**src/rtl/traffic_phase_ctrl_if.sv**
```systemverilog
// traffic_phase_ctrl_if: pedestrian/emergency requests in, lamps/walk/pending/phase out.
//   master: drives ped_req_ns, ped_req_ew, emerg_req, emerg_dir; reads the rest.
//   slave : the controller side (traffic_phase_ctrl).
interface traffic_phase_ctrl_if;
  logic ped_req_ns, ped_req_ew, emerg_req, emerg_dir;
  logic [2:0] sig_ns, sig_ew, phase;
  logic walk_ns, walk_ew, ped_pend_ns, ped_pend_ew;
  modport master(
    output ped_req_ns, ped_req_ew, emerg_req, emerg_dir,
    input sig_ns, sig_ew, walk_ns, walk_ew, ped_pend_ns, ped_pend_ew, phase
  );
  modport slave(
    input ped_req_ns, ped_req_ew, emerg_req, emerg_dir,
    output sig_ns, sig_ew, walk_ns, walk_ew, ped_pend_ns, ped_pend_ew, phase
  );
endinterface

```
**src/rtl/traffic_phase_ctrl.sv**
```systemverilog
// traffic_phase_ctrl: parametrised NS/EW phase controller with all-red clearance and sticky pedestrian requests.
//   clk, rst (async, active-high); bus (slave): requests in, one-hot lamps 100/010/001, walk, pending, phase out.
//   Optional emergency preemption compiled in with EMERG_PREEMPT_EN.
module traffic_phase_ctrl #(
  parameter int GREEN_CYC  = 8,
  parameter int YELLOW_CYC = 3,
  parameter int ALLRED_CYC = 2,
  parameter int WALK_CYC   = 5,
  parameter int CNT_W      = 8
) (
  input logic clk,
  input logic rst,
  traffic_phase_ctrl_if.slave bus
);
  typedef enum logic [2:0] {
    ALLRED_A  = 3'd0,
    NS_GREEN  = 3'd1,
    NS_YELLOW = 3'd2,
    ALLRED_B  = 3'd3,
    EW_GREEN  = 3'd4,
    EW_YELLOW = 3'd5
  } state_t;
  localparam logic [CNT_W-1:0] GREEN_M1  = CNT_W'(GREEN_CYC - 1);
  localparam logic [CNT_W-1:0] YELLOW_M1 = CNT_W'(YELLOW_CYC - 1);
  localparam logic [CNT_W-1:0] ALLRED_M1 = CNT_W'(ALLRED_CYC - 1);
  // Walk never outlasts the green, so its last cycle index always fits in cnt.
  localparam int WALK_EFF = WALK_CYC < GREEN_CYC ? WALK_CYC : GREEN_CYC;
  localparam logic [CNT_W-1:0] WALK_M1 = CNT_W'(WALK_EFF - 1);
  state_t state_q, state_d;
  logic [CNT_W-1:0] cnt_q, cnt_d, dur_m1;
  logic ped_pend_ns_q, ped_pend_ns_d, ped_pend_ew_q, ped_pend_ew_d;
  logic served_ns_q, served_ns_d, served_ew_q, served_ew_d;
  logic pre_ns, pre_ew, ent_ns, ent_ew;
`ifdef EMERG_PREEMPT_EN
  assign pre_ns = bus.emerg_req & ~bus.emerg_dir;
  assign pre_ew = bus.emerg_req & bus.emerg_dir;
`else
  assign pre_ns = 1'b0;
  assign pre_ew = 1'b0;
  logic unused_emerg;
  assign unused_emerg = bus.emerg_req ^ bus.emerg_dir;
`endif
  always_comb begin
    dur_m1 = (state_q == NS_GREEN || state_q == EW_GREEN) ? GREEN_M1 :
             (state_q == NS_YELLOW || state_q == EW_YELLOW) ? YELLOW_M1 : ALLRED_M1;
    state_d = state_q;
    cnt_d = cnt_q + CNT_W'(1);
    if (state_q > EW_YELLOW) begin
      state_d = ALLRED_A;
      cnt_d = '0;
    end else if ((state_q == NS_GREEN && pre_ew) || (state_q == EW_GREEN && pre_ns)) begin
      // opposing green is cut straight into its own yellow
      state_d = state_t'(state_q + 3'd1);
      cnt_d = '0;
    end else if ((state_q == NS_GREEN && pre_ns) || (state_q == EW_GREEN && pre_ew)) begin
      cnt_d = cnt_q;
    end else if (cnt_q == dur_m1) begin
      state_d = state_q == EW_YELLOW ? ALLRED_A : state_t'(state_q + 3'd1);
      cnt_d = '0;
    end
    ent_ns = state_q != NS_GREEN && state_d == NS_GREEN;
    ent_ew = state_q != EW_GREEN && state_d == EW_GREEN;
    served_ns_d = ent_ns ? ped_pend_ns_q : served_ns_q;
    served_ew_d = ent_ew ? ped_pend_ew_q : served_ew_q;
    // a request in the entry cycle re-arms pending for the following green
    ped_pend_ns_d = bus.ped_req_ns | (ped_pend_ns_q & ~ent_ns);
    ped_pend_ew_d = bus.ped_req_ew | (ped_pend_ew_q & ~ent_ew);
  end
  always_ff @(posedge clk or posedge rst) begin
    if (rst) begin
      state_q <= ALLRED_A;
      cnt_q <= '0;
      ped_pend_ns_q <= 1'b0;
      ped_pend_ew_q <= 1'b0;
      served_ns_q <= 1'b0;
      served_ew_q <= 1'b0;
    end else begin
      state_q <= state_d;
      cnt_q <= cnt_d;
      ped_pend_ns_q <= ped_pend_ns_d;
      ped_pend_ew_q <= ped_pend_ew_d;
      served_ns_q <= served_ns_d;
      served_ew_q <= served_ew_d;
    end
  end
  assign bus.phase = state_q;
  assign bus.sig_ns = state_q == NS_GREEN ? 3'b001 : state_q == NS_YELLOW ? 3'b010 : 3'b100;
  assign bus.sig_ew = state_q == EW_GREEN ? 3'b001 : state_q == EW_YELLOW ? 3'b010 : 3'b100;
  assign bus.walk_ns = served_ns_q & (state_q == NS_GREEN) & (cnt_q <= WALK_M1) & ~(pre_ns | pre_ew);
  assign bus.walk_ew = served_ew_q & (state_q == EW_GREEN) & (cnt_q <= WALK_M1) & ~(pre_ns | pre_ew);
  assign bus.ped_pend_ns = ped_pend_ns_q;
  assign bus.ped_pend_ew = ped_pend_ew_q;
endmodule

```
**src/flat_wrapper.sv**
```systemverilog
// flat-port wrapper written by rule: the top's interface ports become plain ports
module traffic_phase_ctrl_flat 
#(
  parameter int GREEN_CYC  = 8,
  parameter int YELLOW_CYC = 3,
  parameter int ALLRED_CYC = 2,
  parameter int WALK_CYC   = 5,
  parameter int CNT_W      = 8
)
  (clk, rst, bus_ped_req_ns, bus_ped_req_ew, bus_emerg_req, bus_emerg_dir, bus_sig_ns, bus_sig_ew, bus_walk_ns, bus_walk_ew, bus_ped_pend_ns, bus_ped_pend_ew, bus_phase);
  traffic_phase_ctrl_if bus_i ();
  input logic clk;
  input logic rst;
  input wire logic [$bits(bus_i.ped_req_ns)-1:0] bus_ped_req_ns;
  input wire logic [$bits(bus_i.ped_req_ew)-1:0] bus_ped_req_ew;
  input wire logic [$bits(bus_i.emerg_req)-1:0] bus_emerg_req;
  input wire logic [$bits(bus_i.emerg_dir)-1:0] bus_emerg_dir;
  output wire logic [$bits(bus_i.sig_ns)-1:0] bus_sig_ns;
  output wire logic [$bits(bus_i.sig_ew)-1:0] bus_sig_ew;
  output wire logic [$bits(bus_i.walk_ns)-1:0] bus_walk_ns;
  output wire logic [$bits(bus_i.walk_ew)-1:0] bus_walk_ew;
  output wire logic [$bits(bus_i.ped_pend_ns)-1:0] bus_ped_pend_ns;
  output wire logic [$bits(bus_i.ped_pend_ew)-1:0] bus_ped_pend_ew;
  output wire logic [$bits(bus_i.phase)-1:0] bus_phase;
  assign bus_i.ped_req_ns = bus_ped_req_ns;
  assign bus_i.ped_req_ew = bus_ped_req_ew;
  assign bus_i.emerg_req = bus_emerg_req;
  assign bus_i.emerg_dir = bus_emerg_dir;
  assign bus_sig_ns = bus_i.sig_ns;
  assign bus_sig_ew = bus_i.sig_ew;
  assign bus_walk_ns = bus_i.walk_ns;
  assign bus_walk_ew = bus_i.walk_ew;
  assign bus_ped_pend_ns = bus_i.ped_pend_ns;
  assign bus_ped_pend_ew = bus_i.ped_pend_ew;
  assign bus_phase = bus_i.phase;
  traffic_phase_ctrl #(.GREEN_CYC(GREEN_CYC), .YELLOW_CYC(YELLOW_CYC), .ALLRED_CYC(ALLRED_CYC), .WALK_CYC(WALK_CYC), .CNT_W(CNT_W)) u_core (.clk(clk), .rst(rst), .bus(bus_i));
endmodule
```
**config.mk**
```make
export PLATFORM = sky130hd
export DESIGN_NAME = traffic_phase_ctrl_flat
export DESIGN_NICKNAME = d
export VERILOG_FILES = /design/src/rtl/traffic_phase_ctrl_if.sv /design/src/rtl/traffic_phase_ctrl.sv /design/src/flat_wrapper.sv
export SDC_FILE = /design/constraint.sdc
export NUM_CORES = 1
export LEC_CHECK = 0
export CORE_ASPECT_RATIO = 1.25
export CORE_UTILIZATION = 35
export DETAILED_ROUTE_END_ITERATION = 7
export HOLD_SLACK_MARGIN = 0.05
export PLACE_DENSITY = 0.67
export SLEW_MARGIN = 5
export SYNTH_ARGS = -nofsm -noshare
export SYNTH_HDL_FRONTEND = slang
export SYNTH_SLANG_ARGS = --single-unit
```
**constraint.sdc**
```tcl
create_clock -name clk -period 2.5 [get_ports clk]
set_input_delay 0.5 -clock clk [delete_from_list [all_inputs] [get_ports clk]]
set_output_delay 0.5 -clock clk [all_outputs]
set_load 0.1 [all_outputs]
```
==> impl_metrics.csv <==
group,metric,value,unit
run_status,status,"complete, no violations",
pwr,power,0.000391,W
logic_synthesis,synth_common_cells,"dfrtp_1 (15), nor2_1 (12), nand3_1 (9), inv_1 (6)",
worst_hold_path,hp-start,"u_core.served_ew_q",
worst_setup_path,r2r_cells,4,
timing,period_needed,2.39,ns
clocking,h-tree-depth,1,
pwr,leakage,0.519,nW
routing,drt_iter0_drc,13,
logic_synthesis,syn-cell-area,891,um^2
timing,finClkSkew,0.00305,ns
logic_synthesis,synth_top_area_share,42.1,%
timing,timing.hold.ws,0.501,ns
routing,vias_per_cell,5.30,
worst_hold_path,whs_endpoint,"u_core.served_ew_q",
logic_synthesis,synth.net_count,104,
worst_setup_path,cp_data_arrival_time,1.89,ns
worst_setup_path,start_kind,"flop",
grt,grt_util_met2,28.4,%
logic_synthesis,ys_types,36,
grt,grt_pass1_wl,3390,um
logic_synthesis,syn_area_per_cell,9.28,um^2
grt,met3_usage,3.07,%
die,die_area,0.00275,mm^2
clocking,cts.sinks,15,
timing,worst_slack,0.105,ns
worst_setup_path,worstReg2RegEnd,"u_core.served_ns_q",
clocking,clockRootBuffer,"clkbuf_4",
grt,grt_busiest_layer,"met2",
routing,postRouteAntennaNets,0,
die,die_width,47.1,um
routing,wl_per_cell,13.4,um
placement,pre_cts_ws,0.240,ns
worst_setup_path,worstPathCellList,"or4_4 -> nor3_4 -> and3_4 -> buf_12",
grt,grt_use_met1,20.7,%
grt,grtUsageTotal,17.1,%
routing,remaining_drc_errors,0,
die,die_y,58.4,um
die,core-area,0.00243,mm^2
logic_synthesis,ys_ff_latch,15,
clocking,cts_made_buffers,3,
logic_synthesis,yosysWarnings,0,
clocking,cts_buffer_depth,2,
grt,antenna_found_initial,0,
pwr,p_per_area,319,mW/mm^2
routing,drt_wl_total,1920,um
run,max_cap_violations,0,
worst_setup_path,cpMaxStageDelayCell,"or4_4",
timing,relSlewSlack,60.3,%
routing,firstDrtPassIters,2,
placement,place_inst,140,
logic_synthesis,async_flop_share,100,%
worst_setup_path,end_kind,"primary output",
placement,post-dp-hpwl,1410,um
final_layout,nets,120,
timing,tns,0,ns
pwr,vdd_ir_drop_max,0.000262,V
timing,fmax,418,MHz
die,initial_core_util,36.7,%
worst_setup_path,cpPeakStageDelay,0.59,ns
grt,grt_start_max_net_pins,16,
final_layout,final_cells,144,
clocking,clock_latency,0.28,ns
worst_setup_path,rr_startpoint,"u_core.bus.phase[2]",
logic_synthesis,synth_top_area_cell,"dfrtp_1",
worst_setup_path,r2r_setup_slack,0.54,ns
final_layout,diodes,0,
placement,gp_congestion,0.855,
final_layout,area_growth,37.4,%
routing,num_vias,763,
final_layout,drive_gt1_share,31.5,%
clocking,clkTransAtPathRegs,0.09,ns
logic_synthesis,synthCells,96,
clocking,cts_tree,"built",
logic_synthesis,synth_edf_count,0,
timing,fin_crit_sh,95.8,%
timing,setup_viol,0,
worst_setup_path,criticalPathCategory,"flop to primary output",
timing,slew_violations,0,
die,row_count,20,
logic_synthesis,synth_most_common_cell,"dfrtp_1",
logic_synthesis,synth_area_leaders,"dfrtp_1 (42%), nand3_1 (5.1%), nor2_1 (5.1%)",
worst_setup_path,cp.required,2.00,ns
grt,overflow,0,
timing,finalHoldViolCount,0,
grt,grt_pass1_vias,764,
worst_hold_path,min_path_cells,1,
logic_synthesis,synthFlopType,"dfrtp_1",
timing,worst_slew_pin_slew,0.594,ns
placement,port_buffers,16,
timing,rsz0062_at_grt,"false",
worst_hold_path,hp-class,"flop to flop",
logic_synthesis,yosysSeqAreaShare,42.1,%
die,design.portCount,19,
worst_setup_path,path_max_fanout,4,
-- per-layer routing --
metal | part of all wire [%] | wire length [um] | vias to the layer above
li1 | - | - | 369
met1 | 44 | 851 | 377
met2 | 52 | 997 | 13
met3 | 1.9 | 36 | 4
met4 | 1.9 | 37 | 0
met5 | 0 | 0 | -
-- through the flow --
step,cell area [um^2],utilization (%)
global route,1220,50.4
floorplan,1010,-
CTS,1220,50.2
global placement,1190,48.9
detailed placement,1190,48.9
finish,1220,50.4
-- state kept, by name (all words and copies together) (netlist names) --
signal,cells
u_core.served_ew_q,1
u_core.bus.ped_pend_ew,1
u_core.bus.ped_pend_ns,1
u_core.cnt_q,8
u_core.bus.phase,3
u_core.served_ns_q,1
-- layout make-up --
class,count,area [um^2]
fill,227,1200
clock buffer,4,26.3
inverter,6,32.5
timing repair buffer,16,190
sequential,15,387
tap,33,41.3
multi-input combinational,70,547
-- power breakdown --
group / leakage (nW) / switching, W / internal (W) / total [W]
registers: 0.177 / 0.0000000193 / 0.000242 / 0.000242
clock network: 0.0150 / 0.0000767 / 0.0000619 / 0.000139
logic: 0.327 / 0.00000551 / 0.00000421 / 0.00000972
total: 0.519 / 0.0000822 / 0.000308 / 0.000391
-- how the worst max path moves through the flow --
stage | start | end | slack, ns | depth (start not counted)
finish | u_core.cnt_q[5] | bus_walk_ns | 0.11 | 4
global route | u_core.cnt_q[5] | bus_walk_ns | 0.04 | 4
CTS | u_core.cnt_q[5] | bus_walk_ns | 0.05 | 4
detailed placement | u_core.cnt_q[5] | bus_walk_ns | 0.24 | 4
global placement | u_core.cnt_q[5] | bus_walk_ew | 0.26 | 4
floorplan | u_core.bus.phase[0] | bus_walk_ns | -0.25 | 4
-- cell usage in the layout, fill, tap and decap left out, types with 2 or more instances in the layout --
master           netlist  layout
dfrtp_1               15      12
inv_1                  6       4
nand2_1                4       3
mux2_1                 2       2
dfrtp_4                0       3
nor2_1                12      10
nand3_1                9       8
nor2_4                 1       2
and3_4                 0       2
xor2_1                 5       5
a21o_1                 2       2
or3_1                  2       2
clkdlybuf4s50_1        0       3
buf_12                 0       5
ha_1                   2       2
and3_1                 5       3
clkbuf_4               0       3
nor3_4                 0       2
buf_4                  0       8
nor2b_1                2       2
o21ai_0                2       2
-- critical path: cells and delay by family (launching register included) --
kind	cells	cell delay, ns
buf+inv	1	0.17
flops	1	0.42
simple gates	3	1.03
-- repair_timing --
| action | in CTS | in global routing |
|---|---|---|
| resized for setup | 1 | 1 |
| setup buffers | 0 | 0 |
| hold buffers | 0 | 0 |
| setup endpoints to repair | 2 | 1 |
-- logic make-up (layout without fill, tap and decap cells) --
logic type	count (synthesis)	after routing	synth area share (%)
simple gates	46	46	29.9
compound gates	13	13	10.7
mux	2	2	2.53
flops	15	15	42.1
buf+inv	11	26	4.92
xor+xnor	6	6	5.90
fa+ha+maj	3	3	3.93
(Power assumes the default switching activity.)
